[config.mk]
export PLATFORM = sky130hd
export DESIGN_NAME = led_channel_calibrator
export DESIGN_NICKNAME = d
export VERILOG_FILES = /design/src/rtl/led_channel_calibrator_pkg.sv /design/src/rtl/led_channel_calibrator_stats.sv /design/src/rtl/led_channel_calibrator.sv
export SDC_FILE = /design/constraint.sdc
export NUM_CORES = 1
export LEC_CHECK = 0
export ABC_AREA = 1
export BUFFER_PORTS_ARGS = -buffer_cell sky130_fd_sc_hd__buf_2
export CAP_MARGIN = 20
export CORE_MARGIN = 2
export CORE_UTILIZATION = 40
export CTS_BUF_LIST = sky130_fd_sc_hd__clkbuf_4
export CTS_CLUSTER_DIAMETER = 150
export DETAILED_ROUTE_END_ITERATION = 6
export GPL_ROUTABILITY_DRIVEN = 0
export GPL_TIMING_DRIVEN = 0
export PLACE_DENSITY = 0.52
export REMOVE_ABC_BUFFERS = 1
export SLEW_MARGIN = 20
export SYNTH_ARGS = -nofsm -noshare
export SYNTH_HDL_FRONTEND = slang
export SYNTH_SLANG_ARGS = --single-unit
export TNS_END_PERCENT = 100
[constraint.sdc]
create_clock -name clk -period 3.85 [get_ports clk]
set_clock_uncertainty 0.2 [all_clocks]
set_input_delay 0.1925 -clock clk [delete_from_list [all_inputs] [get_ports clk]]
set_output_delay 0.1925 -clock clk [all_outputs]
set_load 0.01 [all_outputs]
[src/rtl/led_channel_calibrator_pkg.sv]
// Shared definitions for the LED channel calibrator.
//   state_t    : calibration / replay state machine encoding
//   mid_code   : mid-scale code of a w-bit converter (2^(w-1))
//   clip_hi    : upper clip threshold of a w-bit converter for a given guard band
//   width_of   : index width for n items, never narrower than one bit
package led_channel_calibrator_pkg;

    typedef enum logic [2:0] {
        ST_IDLE,
        ST_DC_TRIAL,
        ST_DC_VERIFY,
        ST_GAIN_EVAL,
        ST_NEXT_CH,
        ST_RUN
    } state_t;

    function automatic int unsigned mid_code(input int unsigned w);
        return 32'd1 << (w - 1);
    endfunction

    function automatic int unsigned clip_hi(input int unsigned w, input int unsigned guard);
        return (32'd1 << w) - 32'd1 - guard;
    endfunction

    function automatic int unsigned width_of(input int unsigned n);
        return (n > 1) ? $clog2(n) : 1;
    endfunction

endpackage

[src/rtl/led_channel_calibrator_stats.sv]
// calib_window_stats: running minimum / maximum over a window of WIN samples.
//   clk, rst   : clock and synchronous active-high reset
//   clear      : restart the window (min to all-ones, max to zero, count to zero)
//   sample_en  : accept 'sample' this cycle (ignored once the window is full)
//   sample     : W-bit input sample
//   min_val    : smallest sample seen in the current window
//   max_val    : largest sample seen in the current window
//   count      : number of samples accepted so far
//   done       : one-cycle strobe; min_val/max_val already include the last sample
module calib_window_stats #(
    parameter int W   = 8,
    parameter int WIN = 16
) (
    input  logic                       clk,
    input  logic                       rst,
    input  logic                       clear,
    input  logic                       sample_en,
    input  logic [W-1:0]               sample,
    output logic [W-1:0]               min_val,
    output logic [W-1:0]               max_val,
    output logic [$clog2(WIN+1)-1:0]   count,
    output logic                       done
);

    localparam int CNT_W = $clog2(WIN + 1);

    logic [W-1:0]     min_q, min_d;
    logic [W-1:0]     max_q, max_d;
    logic [CNT_W-1:0] count_q, count_d;
    logic             done_q, done_d;

    // Samples arriving after the window is full are dropped, so the result
    // stays frozen until the owner clears it.
    always_comb begin
        min_d   = min_q;
        max_d   = max_q;
        count_d = count_q;
        done_d  = 1'b0;
        if (clear) begin
            min_d   = '1;
            max_d   = '0;
            count_d = '0;
        end else if (sample_en && (count_q != CNT_W'(WIN))) begin
            if (sample < min_q) begin
                min_d = sample;
            end
            if (sample > max_q) begin
                max_d = sample;
            end
            count_d = count_q + CNT_W'(1);
            done_d  = (count_q == CNT_W'(WIN - 1));
        end
    end

    always_ff @(posedge clk) begin
        if (rst) begin
            min_q   <= '1;
            max_q   <= '0;
            count_q <= '0;
            done_q  <= 1'b0;
        end else begin
            min_q   <= min_d;
            max_q   <= max_d;
            count_q <= count_d;
            done_q  <= done_d;
        end
    end

    assign min_val = min_q;
    assign max_val = max_q;
    assign count   = count_q;
    assign done    = done_q;

endmodule

[src/rtl/led_channel_calibrator.sv]
// led_channel_calibrator: per-channel DC compensation and PGA gain calibration
// for an N_CH-LED optical front end, followed by time-multiplexed replay.
//   clk, rst      : clock and synchronous active-high reset
//   find_setting  : start / restart calibration from IDLE or RUN
//   adc           : ADC sample, valid every cycle
//   dc_comp       : DC compensation DAC code
//   pga_gain      : PGA gain code
//   led_en        : one-hot LED enable (zero in IDLE)
//   ch_sel        : active channel index
//   busy          : calibration in progress
//   done          : one-cycle pulse when the last channel is calibrated
//   fail          : per-channel DC-search failure, cleared on each start
// All outputs come straight from flops.
module led_channel_calibrator
    import led_channel_calibrator_pkg::*;
#(
    parameter int N_CH      = 2,
    parameter int ADC_W     = 8,
    parameter int DC_W      = 7,
    parameter int GAIN_W    = 4,
    parameter int SETTLE    = 4,
    parameter int WIN       = 16,
    parameter int TOL       = 4,
    parameter int SWING_TGT = 64,
    parameter int GUARD     = 16,
    parameter int SLOT      = 8
) (
    input  logic                      clk,
    input  logic                      rst,
    input  logic                      find_setting,
    input  logic [ADC_W-1:0]          adc,
    output logic [DC_W-1:0]           dc_comp,
    output logic [GAIN_W-1:0]         pga_gain,
    output logic [N_CH-1:0]           led_en,
    output logic [width_of(N_CH)-1:0] ch_sel,
    output logic                      busy,
    output logic                      done,
    output logic [N_CH-1:0]           fail
);

    localparam int CH_W   = width_of(N_CH);
    localparam int BIT_W  = width_of(DC_W);
    localparam int SET_W  = $clog2(SETTLE + 1);
    localparam int SLOT_W = width_of(SLOT);
    localparam int CNT_W  = $clog2(WIN + 1);

    localparam logic [DC_W-1:0]  DC_RST   = DC_W'(mid_code(DC_W));
    localparam logic [ADC_W-1:0] MID      = ADC_W'(mid_code(ADC_W));
    localparam logic [ADC_W-1:0] CLIP_LO  = ADC_W'(GUARD);
    localparam logic [ADC_W-1:0] CLIP_HI  = ADC_W'(clip_hi(ADC_W, GUARD));
    localparam logic [ADC_W-1:0] TOL_C    = ADC_W'(TOL);
    localparam logic [ADC_W:0]   TGT_C    = (ADC_W + 1)'(SWING_TGT);
    localparam logic [CH_W-1:0]  LAST_CH  = CH_W'(N_CH - 1);
    localparam logic [SET_W-1:0] SETTLE_C = SET_W'(SETTLE);

    state_t              state_q, state_d;
    logic [CH_W-1:0]     ch_q, ch_d;
    logic [BIT_W-1:0]    bit_q, bit_d;
    logic [SET_W-1:0]    settle_q, settle_d;
    logic [SLOT_W-1:0]   slot_q, slot_d;
    logic [DC_W-1:0]     dc_comp_q, dc_comp_d;
    logic [GAIN_W-1:0]   pga_gain_q, pga_gain_d;
    logic [N_CH-1:0]     led_en_q, led_en_d;
    logic                busy_q, busy_d;
    logic                done_q, done_d;
    logic [N_CH-1:0]     fail_q, fail_d;
    logic [DC_W-1:0]     dc_mem_q [N_CH];
    logic [DC_W-1:0]     dc_mem_d [N_CH];
    logic [GAIN_W-1:0]   gain_mem_q [N_CH];
    logic [GAIN_W-1:0]   gain_mem_d [N_CH];

    logic                stats_clear;
    logic                stats_sample_en;
    logic [ADC_W-1:0]    stats_min;
    logic [ADC_W-1:0]    stats_max;
    logic [CNT_W-1:0]    stats_count;
    logic                stats_done;

    logic [ADC_W-1:0]    adc_err;
    logic [DC_W-1:0]     bit_mask;
    logic [DC_W-1:0]     code_kept;
    logic [ADC_W-1:0]    swing;
    logic                clipped;
    logic [CH_W-1:0]     run_next;

    function automatic logic [N_CH-1:0] onehot(input logic [CH_W-1:0] idx);
        logic [N_CH-1:0] v;
        for (int i = 0; i < N_CH; i++) begin
            v[i] = (idx == CH_W'(i));
        end
        return v;
    endfunction

    // The window only collects while GAIN_EVAL has finished settling; at any
    // other time it is held cleared so each gain step starts from scratch.
    assign stats_clear     = !((state_q == ST_GAIN_EVAL) && (settle_q == '0));
    assign stats_sample_en = (state_q == ST_GAIN_EVAL) && (settle_q == '0) &&
                             (stats_count != CNT_W'(WIN));

    calib_window_stats #(
        .W   (ADC_W),
        .WIN (WIN)
    ) u_stats (
        .clk       (clk),
        .rst       (rst),
        .clear     (stats_clear),
        .sample_en (stats_sample_en),
        .sample    (adc),
        .min_val   (stats_min),
        .max_val   (stats_max),
        .count     (stats_count),
        .done      (stats_done)
    );

    // Datapath helpers: |adc-MID| without wrap, the SAR keep/clear decision
    // for the bit under trial, and the window evaluation terms.
    always_comb begin
        adc_err   = (adc >= MID) ? (adc - MID) : (MID - adc);
        bit_mask  = DC_W'(1) << bit_q;
        code_kept = (adc > MID) ? dc_comp_q : (dc_comp_q & ~bit_mask);
        swing     = stats_max - stats_min;
        clipped   = (stats_min <= CLIP_LO) || (stats_max >= CLIP_HI);
        run_next  = (ch_q == LAST_CH) ? '0 : (ch_q + CH_W'(1));
    end

    // Next-state and registered-output logic. Every output flop is loaded
    // here so that channel, LED, DAC and gain always switch on the same edge.
    always_comb begin
        state_d    = state_q;
        ch_d       = ch_q;
        bit_d      = bit_q;
        settle_d   = settle_q;
        slot_d     = slot_q;
        dc_comp_d  = dc_comp_q;
        pga_gain_d = pga_gain_q;
        led_en_d   = led_en_q;
        busy_d     = busy_q;
        done_d     = 1'b0;
        fail_d     = fail_q;
        dc_mem_d   = dc_mem_q;
        gain_mem_d = gain_mem_q;

        case (state_q)
            ST_IDLE, ST_RUN: begin
                if (find_setting) begin
                    state_d    = ST_DC_TRIAL;
                    busy_d     = 1'b1;
                    fail_d     = '0;
                    ch_d       = '0;
                    bit_d      = BIT_W'(DC_W - 1);
                    dc_comp_d  = DC_RST;
                    pga_gain_d = '0;
                    led_en_d   = onehot('0);
                    settle_d   = SETTLE_C;
                end else if (state_q == ST_RUN) begin
                    if (slot_q == '0) begin
                        ch_d       = run_next;
                        dc_comp_d  = dc_mem_q[run_next];
                        pga_gain_d = gain_mem_q[run_next];
                        led_en_d   = onehot(run_next);
                        slot_d     = SLOT_W'(SLOT - 1);
                    end else begin
                        slot_d = slot_q - SLOT_W'(1);
                    end
                end
            end

            ST_DC_TRIAL: begin
                if (settle_q != '0) begin
                    settle_d = settle_q - SET_W'(1);
                end else if (bit_q == '0) begin
                    dc_comp_d = code_kept;
                    state_d   = ST_DC_VERIFY;
                    settle_d  = SETTLE_C;
                end else begin
                    bit_d     = bit_q - BIT_W'(1);
                    dc_comp_d = code_kept | (DC_W'(1) << (bit_q - BIT_W'(1)));
                    settle_d  = SETTLE_C;
                end
            end

            ST_DC_VERIFY: begin
                if (settle_q != '0) begin
                    settle_d = settle_q - SET_W'(1);
                end else begin
                    if (adc_err > TOL_C) begin
                        fail_d[ch_q] = 1'b1;
                    end
                    dc_mem_d[ch_q] = dc_comp_q;
                    state_d        = ST_GAIN_EVAL;
                    pga_gain_d     = '0;
                    settle_d       = SETTLE_C;
                end
            end

            ST_GAIN_EVAL: begin
                if (settle_q != '0) begin
                    settle_d = settle_q - SET_W'(1);
                end else if (stats_done) begin
                    if (clipped) begin
                        // Back off one step; gain 0 that clips is kept at 0.
                        pga_gain_d       = (pga_gain_q == '0) ? '0 : (pga_gain_q - GAIN_W'(1));
                        gain_mem_d[ch_q] = (pga_gain_q == '0) ? '0 : (pga_gain_q - GAIN_W'(1));
                        state_d          = ST_NEXT_CH;
                    end else if (({1'b0, swing} >= TGT_C) || (pga_gain_q == '1)) begin
                        gain_mem_d[ch_q] = pga_gain_q;
                        state_d          = ST_NEXT_CH;
                    end else begin
                        pga_gain_d = pga_gain_q + GAIN_W'(1);
                        settle_d   = SETTLE_C;
                    end
                end
            end

            ST_NEXT_CH: begin
                if (ch_q == LAST_CH) begin
                    state_d    = ST_RUN;
                    busy_d     = 1'b0;
                    done_d     = 1'b1;
                    ch_d       = '0;
                    dc_comp_d  = dc_mem_q[0];
                    pga_gain_d = gain_mem_q[0];
                    led_en_d   = onehot('0);
                    slot_d     = SLOT_W'(SLOT - 1);
                end else begin
                    state_d    = ST_DC_TRIAL;
                    ch_d       = ch_q + CH_W'(1);
                    bit_d      = BIT_W'(DC_W - 1);
                    dc_comp_d  = DC_RST;
                    pga_gain_d = '0;
                    led_en_d   = onehot(ch_q + CH_W'(1));
                    settle_d   = SETTLE_C;
                end
            end

            default: begin
                state_d = ST_IDLE;
            end
        endcase
    end

    always_ff @(posedge clk) begin
        if (rst) begin
            state_q    <= ST_IDLE;
            ch_q       <= '0;
            bit_q      <= '0;
            settle_q   <= '0;
            slot_q     <= '0;
            dc_comp_q  <= DC_RST;
            pga_gain_q <= '0;
            led_en_q   <= '0;
            busy_q     <= 1'b0;
            done_q     <= 1'b0;
            fail_q     <= '0;
            for (int i = 0; i < N_CH; i++) begin
                dc_mem_q[i]   <= DC_RST;
                gain_mem_q[i] <= '0;
            end
        end else begin
            state_q    <= state_d;
            ch_q       <= ch_d;
            bit_q      <= bit_d;
            settle_q   <= settle_d;
            slot_q     <= slot_d;
            dc_comp_q  <= dc_comp_d;
            pga_gain_q <= pga_gain_d;
            led_en_q   <= led_en_d;
            busy_q     <= busy_d;
            done_q     <= done_d;
            fail_q     <= fail_d;
            dc_mem_q   <= dc_mem_d;
            gain_mem_q <= gain_mem_d;
        end
    end

    assign dc_comp  = dc_comp_q;
    assign pga_gain = pga_gain_q;
    assign led_en   = led_en_q;
    assign ch_sel   = ch_q;
    assign busy     = busy_q;
    assign done     = done_q;
    assign fail     = fail_q;

endmodule
# --- Word-level counts from Yosys, hierarchy flattened ---
# Cells that the tools add are included.
totals:
  register_bits: 74
  wordCells: 203
classes:
  n_bitwise: 12
  order_cmp: 13
  n_eq_ne: 27
  add_sub_neg: 10
  n_reduce_logical: 37
  shifts: 2
  mux: 83
op_table:
  columns: ["cell", "n"]
  rows:
  - ["$mux 7", 11]
  - ["$mux 3", 24]
  - ["$mux 4", 14]
  - ["$mux 8", 3]
  - ["$ne 2x2->1 const B", 11]
  - ["$pmux 7 s3", 1]
  - ["$bwmux 8", 2]
  - ["$ge 8x8->1 const B", 2]
  - ["$pmux 4 s4", 1]
  - ["$reduce_and 4->1", 4]
  - ["$pmux 3 s5", 1]
  - ["$bwmux 14", 1]
  - ["$mux 2", 7]
  - ["$reduce_and 7->1", 2]
  - ["$shl 1x3->7 const A", 2]
  - ["$logic_not 3->1", 4]
  - ["$ne 3x3->1 const B", 4]
  - ["$pmux 3 s4", 1]
  - ["$pmux 3 s3", 1]
  - ["$sub 3x1->3 const B", 3]
  - ["$ge 8x7->1 const B", 1]
  - ["$gt 8x3->1 const B", 1]
  - ["$gt 8x8->1", 1]
  - ["$gt 8x8->1 const B", 1]
  - ["47 further kinds", 81]

# --- Logic depth before layout (Yosys ltp) ---
# Gate-level depths: netlist of the first run.
logic_depth:
  depth_word: 10
  depth_mapped: 16

# --- Modules after synthesis ---
# A second synthesis of the first run with hierarchy kept.
unflattened:
  cells_unflattened: 720
  hier_area_um2: 4723.3
modules_own_cells:
  columns: ["module", "area_each_um2", "seq_area_each_um2", "n_inst", "cells_per_inst"]
  rows:
  - ["led_channel_calibrator", 3321.9, 1021.0, 1, 523]
  - ["calib_window_stats", 1401.3, 440.4, 1, 197]

# --- Worst setup path after synthesis of the first run ---
# Ideal clock, no wire load.
synth_path:
  kind: "reg-to-reg"
  startpoint: "register u_stats.min_q[5], in the netlist u_stats.min_val[5]"
  endpoint: "register state_q[0]"
  path_buffers: 0
  stages_incl_launch_ff: 15
  setup_ps: 113
  required_time_ps: 3537
  synth_period_minus_slack_ps: 2060
  arrival_ps: 1747
  slack_ps: 1790
  cell_sequence: "dfxtp_1 > inv_1 > ha_1 > nand2_1 > inv_1 > nand2_1 > nand2_1 > nor2_1 > nor2_1 > nor2_1 > nand3_2 > nand2_1 > nand2_1 > nor2_1 > nor2_1"
synth_via:
  elab_chain_len: 6
  elab_cells_between_ends: 11
synth_lines:
  columns: ["item", "line_no", "rtl"]
  rows:
  - ["start: declaration", "led_channel_calibrator_stats.sv:27", "logic [W-1:0] min_q, min_d;"]
  - ["start signal: assignment", "led_channel_calibrator_stats.sv:62", "min_q <= min_d;"]
  - ["parallel branches: the longest is 6 deep, another holds $sub 8x8->8", null, null]
  - ["end signal: assignment", "led_channel_calibrator.sv:260", "state_q <= state_d;"]
  - ["end: declaration", "led_channel_calibrator.sv:56", "state_t state_q, state_d;"]
# Parallel ways; which one is timed is not known. The select of a mux whose other input is x is not followed.
# A chain may end at the register's enable or synchronous reset.

# --- Worst setup path in the final report of the first run ---
layout_path:
  startpoint: "register state_q[0]"
  endpoint: "register dc_comp_q[1], in the netlist dc_comp[1]"
layout_via:
  elab_chain_len: 4
  elab_cells_between_ends: 11
layout_lines:
  columns: ["item", "line_no", "rtl"]
  rows:
  - ["$eq 3x3->1 / $logic_not 3->1 (equally long branches)", "led_channel_calibrator.sv:143, led_channel_calibrator.sv:155", null]
  - ["$reduce_or 2->1", "led_channel_calibrator.sv:143", "case (state_q)"]
  - ["$ne 3x3->1 (no line) / $reduce_bool 3->1 (equally long branches)", null, null]
  - ["$reduce_and 4->1 (no line)", null, null]
  - ["end signal: assignment", "led_channel_calibrator.sv:265", "dc_comp_q <= dc_comp_d;"]
  - ["end: declaration", "led_channel_calibrator.sv:61", "logic [DC_W-1:0] dc_comp_q, dc_comp_d;"]
# Several ways; a longest one is shown, not always the timed one.

==> summary.md, run 1 <==
| Metric | Value |
|---|---|
| Slew Limit Fails | 0 |
| Post-synth top area cell | dfxtp_1 |
| 1st-iter DRT viols | 212 |
| Critical Path Max Stage Delay | 0.66 ns |
| Antenna diodes | 0 |
| Number of vias in the routed layout | approximately 4,300 |
| Synthesized area | roughly 0.0046 mm² |
| FF+latch count, synth | 73 |
| Status | finished, final reports clean |
| CTS Buf Count | 9 |
| CTS tree | yes |
| Final Hold Fails | 0 |
| Area Growth Syn to Fin | 10.61% |
| Layout cells sized above 1 | 11.40% |
| Max Buffers Root-to-Sink | 2 |
| Area share of the leading cell type in the synthesized netlist | a little under a third |
| H-tree lvl count | 3 |
| Max-slew headroom | 43.52% |
| IO Port Bufs | 28 |
| Drc violations | 0 |
| Pwr Density | around 630 mW/mm² |
| Initial core utilization | between 40% and 50% |
| CP Launch Type | register |
| Initial antenna violation count | 0 |
| Synth unique cells | 46 |
| Mean Syn Cell Area | 6.931 µm² |
| Post-synthesis instance total | approximately 670 |
| Clock Tree Root | clkbuf_4 |
| Number of global-route vias before repair | 4,067 |
| Core footprint | 0.01137 mm² |
| Resize count post-CTS | 0 |
| DR vias/cell | 5.143 |
| Postcts setup bufs | 0 |
| Site row count | 39 |
| Family with the most delay on the worst path | simple AND/OR/NAND/NOR gates |
| VDD IR max | 0.0003391 V |
| Yosys warns | 0 |
| Hold Crit Class | reg -> reg |
| Worst-Margin Slew | 0.8426 ns |
| Register clock-pin slew on the reported worst setup and hold paths | 0.12 ns |
| I/O pin count | 29 |
| Wirelength per Cell | 13.77 µm |
| Top cells by area, synth | dfxtp_1 (32%), nand2_1 (10%), ha_1 (9.7%) |
| Die H | 111.5 µm |
| Final setup fails | 0 |
| Critical Path AT | 2.86 ns |
| CP required | 3.99 ns |
| GRT Total Usage | 19.27% |
| WHS | 0.2507 ns |
| Crit end category | register |
| Critical-path top delay cell | nor3_2 |
| Setup CP Type | reg -> reg |
| Final period util | 70.62% |
| Die Wd | 111.5 µm |
| Die Area | between 0.01 and 0.015 mm² |
| # clock sinks | between 70 and 80 |
| Area of the multi-input gates | 0.002680 mm² |
| DRT antenna net count | 0 |
| Max cap viols | 0 |
| Hold buffers post-CTS | 10 |
| Critical Path, Cell by Cell | inv_1, nor3_2, inv_2, nand3_1, inv_1, a31oi_1, a21oi_1, o21ai_0, inv_1 |
| Grt ovf | 0 |
| Total Wirelength | 11,640 µm |
| RSZ-0062 raised after global routing | false |
| Most used cell, CP | inv_1 |
| Layout fillers | 1,212 |
| Clock Latency Late Sink | 0.43 ns |
| Global-route wire length before repair | slightly below 20,000 µm |
| Hpwl dp | 8671 µm |
| F_max | 367.8 MHz |
| Seq/Total Area, Yosys | 31.61% |
| Sequential cell area | between 0.001 and 0.0015 mm² |
| Fin crit period | roughly 2.7 ns |
| Peak fanout along the critical path | 13 |
| Post-synth EDFFs | 0 |
| Top FF cell, synth | dfxtp_1 |
| Nets | 744 |
| TritonRoute pass-1 iters | 4 |
| Buf+Inv Stages, Crit Path | 4 |
| Fin Setup TNS | 0 ns |
| Final Power | 3.216 mW |
| Pin count of the biggest net entering global routing | 40 |
| P_leak | approximately 2.4 nW |
| Asr flop ratio synth | 0% |
## cells in the mapped netlist (4+ instances only)
cell      instances
o211ai_1          4
nor3_1            6
clkbuf_1          6
nand4_1          15
o21ai_0          54
dfxtp_1          73
a21oi_1          59
nor2_1           71
buf_2             7
o21ai_1           7
inv_1            88
ha_1             36
inv_2             6
a31oi_1           9
nand2_1         129
nor2_4            8
nand3_1          38
## cells in the final DEF (no fill, tap or decap), drive strengths merged, types with 2 or more instances in the layout
cell | synthesis | layout
nand2 | 135 | 135
inv | 95 | 95
nor2 | 80 | 80
dfxtp | 73 | 73
o21ai | 63 | 63
a21oi | 60 | 60
nand3 | 43 | 43
ha | 36 | 36
buf | 14 | 29
nand4 | 15 | 15
clkbuf | 6 | 10
dlygate4sd3 | 0 | 10
a31oi | 9 | 9
nor3 | 8 | 8
o211ai | 4 | 4
xnor2 | 3 | 3
a211oi | 3 | 3
xor2 | 3 | 3
a221oi | 3 | 3
bufinv | 0 | 3
clkinv | 1 | 3
o21a | 2 | 2
nor4 | 2 | 2
## final timing paths
path | start | to | slack [ns] | depth (start not counted)
max | state_q[0] | dc_comp[1] | 1.13 | 9
min | gain_mem_q[2] | gain_mem_q[2] | 0.25 | 2
max reg2reg | state_q[0] | dc_comp[1] | 1.13 | 9
min reg2reg | gain_mem_q[2] | gain_mem_q[2] | 0.25 | 2
## final cells by class
class	count	area share, %
clock buffers	10	1.468
flip-flops and latches	73	28.58
multi-input cells	478	52.41
repair buffers	39	4.845
well taps	143	3.499
inverters	96	7.120
clock inverters	6	2.080
## tightest hold or removal path, cell delays in order (launching register included)
cell	delay, ns
dfxtp_1	0.33
inv_1	0.05
a21oi_1	0.05
## through the flow
| stage | util [%] | instance area (µm²) | setup slack (ns) | std cells |
|---|---|---|---|---|
| final | 44.98 | 5114 | 1.131 | 845 |
| after global routing | 44.98 | 5114 | 0.8488 | 845 |
| after CTS | 44.91 | 5106 | 1.132 | 844 |
| after detailed placement | 42.43 | 4825 | 1.164 | 818 |
| after global placement | 42.43 | 4825 | 1.111 | 818 |
| after floorplan | - | 4506 | 1.753 | 647 |
## cell families after synthesis
family                   Yosys count  share of synthesized area (%)
buffers and inverters            116                          10.42
flip-flops                        73                          31.61
AO/OA/AOI/OAI                    149                          17.65
AND/OR/NAND/NOR                  287                          29.45
XOR/XNOR                           6                          1.137
adder cells (fa/ha/maj)           36                          9.743
## where the power goes
part,internal (mW),switching (mW),leakage (nW)
clock,0.333,0.279,0.0940
sequential,0.893,0.204,0.594
combinational,0.511,0.996,1.67
total,1.74,1.48,2.36
## flip-flops by register name, summed over array words and instances, names as in the netlist
signal           flops
dc_mem_q            14
gain_mem_q           8
u_stats.max_val      8
u_stats.min_val      8
dc_comp              7
u_stats.count        5
pga_gain             4
bit_q                3
settle_q             3
slot_q               3
state_q              3
fail                 2
busy                 1
ch_sel               1
done                 1
led_en               1
u_stats.done         1
## per-layer routing
metal  routed length (µm)  share of wire, %  vias up  track usage [%]
li1                     -                 -     2264                -
met1                 5424                47     1992            24.47
met2                 5613                48       76            33.29
met3                  430               3.7       14            4.627
met4                  168               1.4        0            4.362
met5                    0                 0        -                0
(Power assumes the default switching activity.)
==> run 2, diff against run 1 <==
==> constraint.sdc (replaced) <==
create_clock -name clk -period 2.78 [get_ports clk]
set_clock_uncertainty 0.2 [all_clocks]
set_input_delay 0.139 -clock clk [delete_from_list [all_inputs] [get_ports clk]]
set_output_delay 0.139 -clock clk [all_outputs]
set_load 0.01 [all_outputs]
==> run 2 against run 1 <==
Global-route usage did not move. Sequential power grew 38%. Sequential share of layout area is essentially flat. Clock power is 39% higher. Critical path depth is the same. Power is 38% higher. Maximum frequency rose by 11%. Cell area is 0.24% higher. Clock-buffer cell count unchanged. Hold slack is essentially flat. Die area unchanged. Critical path type unchanged. Highest routed layer unchanged.
==> summary.md, run 2 (same netlist as run 1, synthesis figures left out) <==
| Metric | Value |
|---|---|
| Most frequent cells in the layout | nand2_1 (129), inv_1 (87), dfxtp_1 (72) |
| RSZ-0062 raised after global routing | false |
| Pin count of the biggest net entering global routing | 40 (unchanged) |
| Die H | 111.5 µm (unchanged) |
| Peak fanout along the critical path | 13 (unchanged) |
| Most used cell, CP | inv_1 |
| DRT antenna net count | 0 (unchanged) |
| Family with the most delay on the worst path | flip-flops |
| Post-route cell area | 0.005126 mm² (+0.24%) |
| Die Area | 0.01243 mm² (unchanged) |
| Fin Setup TNS | 0 ns (unchanged) |
| Final period util | 88.11% (+17 points) |
| Reg2reg setup slack | 0.33 ns (-0.80 ns) |
| DR vias/cell | 5.082 (-1.2%) |
| Placement Cell Area | 0.004825 mm² (unchanged) |
| P_leak | 2.360 nW (about the same) |
| H-tree lvl count | 3 (unchanged) |
| Clock Tree Root | clkbuf_4 |
| Global-route wire length before repair | 19,680 µm (unchanged) |
| Critical Path Max Stage Delay | 0.60 ns (-0.06 ns) |
| VDD IR max | 0.0003975 V (+17%) |
| TritonRoute pass-1 iters | 5 (+1) |
| Max-slew headroom | 56.49% (+13 points) |
| Hold path depth | 2 (unchanged) |
| GRT Total Usage | 19.27% (unchanged) |
| CTS Buf Count | 9 (unchanged) |
| Pwr Density | 868.6 mW/mm² (+38%) |
| Grt ovf | 0 (unchanged) |
| Status | finished, final reports clean |
| Critical Path AT | 2.59 ns (-0.27 ns) |
| Drc violations | 0 (unchanged) |
| Final Hold Fails | 0 (unchanged) |
| Reg2reg path depth | 9 (unchanged) |
| F_max | 408.3 MHz (+11%) |
| Worst-Margin Slew | 0.6518 ns (-0.1909 ns) |
| Crit end category | register |
| Layout fillers | 1,212 (unchanged) |
| I/O pin count | 29 (unchanged) |
| Initial antenna violation count | 0 (unchanged) |
| Layout cells sized above 1 | 11.54% (+0.14 points) |
| Antenna diodes | 0 (unchanged) |
| Hpwl dp | 8671 µm (unchanged) |
| Total Wirelength | 11,580 µm (-0.45%) |
| Initial core utilization | 40.66% (unchanged) |
| Critical Path, Cell by Cell | inv_1, nor3_4, inv_2, nand3_1, inv_1, a31oi_1, a21oi_1, o21ai_0, inv_1 |
| Core footprint | 0.01137 mm² (unchanged) |
| DP Cell Count | 818 (unchanged) |
| Fin crit period | 2.449 ns (-0.2694 ns) |
| Final WS setup | 0.3306 ns (-0.8006 ns) |
| CTS tree | yes |
| Nets | 744 (unchanged) |
| Wirelength per Cell | 13.71 µm (-0.45%) |
| 1st-iter DRT viols | 221 (+4.2%) |
| Register clock-pin slew on the reported worst setup and hold paths | 0.12 ns (about the same) |
| Critical-path top delay cell | dfxtp_1 |
| Area Growth Syn to Fin | 10.88% |
| Slew Limit Fails | 0 (unchanged) |
| Max Buffers Root-to-Sink | 2 (unchanged) |
| Number of global-route vias before repair | 4,067 (unchanged) |
| WHS | 0.2504 ns (-0.0002680 ns) |
| Max reg flops | 14 (unchanged) |
| Non-filler cells, final | 845 (unchanged) |
| Biggest register | dc_mem_q |
| IO Port Bufs | 28 (unchanged) |
| Die Wd | 111.5 µm (unchanged) |
| Number of vias in the routed layout | 4,294 (-1.2%) |
| CP Launch Type | register |
| Final Power | 4.453 mW (+38%) |
| Hold Crit Class | reg -> reg |
| Buf+Inv Stages, Crit Path | 4 (unchanged) |
| CP required | 2.92 ns (-1.07 ns) |
| Setup CP Type | reg -> reg |
| Site row count | 39 (unchanged) |
| WP depth | 9 (unchanged) |
| Final setup fails | 0 (unchanged) |
| Commonest non-fill, non-tap cell in the layout | nand2_1 |
| # clock sinks | 73 (unchanged) |
| Dpl ws | 0.09410 ns (-1.070 ns) |
| Core Util, Final | 45.09% (+0.11 points) |
| Max cap viols | 0 (unchanged) |
| Clock Latency Late Sink | 0.43 ns (about the same) |
## run 2: cell count changes in the layout (fill, tap and decap cells not counted)
cell     delta
dfxtp_2     +1
dfxtp_1     -1
nor3_2      -1
nor2_2      -1
nor3_4      +1
nor2_4      +1
## run 2: path summary, 6_finish.rpt
check	end	start
hold reg to reg	gain_mem_q[2]	gain_mem_q[2]
setup reg to reg	dc_comp[1]	state_q[0]
setup / recovery	dc_comp[1]	state_q[0]
hold / removal	gain_mem_q[2]	gain_mem_q[2]
## run 2: cell type report
class	instances	area, µm²	area share, %
Clock buffer	10	75.07	1.464
Clock inverter	6	106.4	2.075
Inverter	96	364.1	7.103
Multi-Input combinational cell	478	2691	52.50
Sequential cell	73	1463	28.53
Tap cell	143	178.9	3.490
Timing Repair Buffer	39	247.7	4.833
## run 2: where the power goes
part	total (mW)	internal [mW]	switching [mW]	leakage (nW)
registers	1.52	1.24	0.282	0.594
clock network	0.849	0.461	0.388	0.0940
logic	2.08	0.711	1.37	1.67
total	4.45	2.41	2.04	2.36
## run 2: timing repair
item | 4_1_cts | 5_1_grt
endpoints found under the hold margin | 26 | 0
endpoints found under the setup margin | 0 | 25
buffers inserted | 0 | 0
gates resized for setup | 0 | 3
hold buffers | 10 | 0
## run 2: per-layer routing
| metal | vias to the layer above | track usage, % | part of all wire (%) | wire length [µm] |
|---|---|---|---|---|
| li1 | 2269 | - | - | - |
| met1 | 1950 | 24.47 | 47 | 5390 |
| met2 | 65 | 33.29 | 49 | 5679 |
| met3 | 10 | 4.627 | 3.3 | 378 |
| met4 | 0 | 4.362 | 1.2 | 135 |
| met5 | - | 0 | 0 | 0 |
## run 2: tightest hold or removal path, cell delays in order (launching register included)
cell and delay [ns]:
dfxtp_1 0.33, inv_1 0.05, a21oi_1 0.05
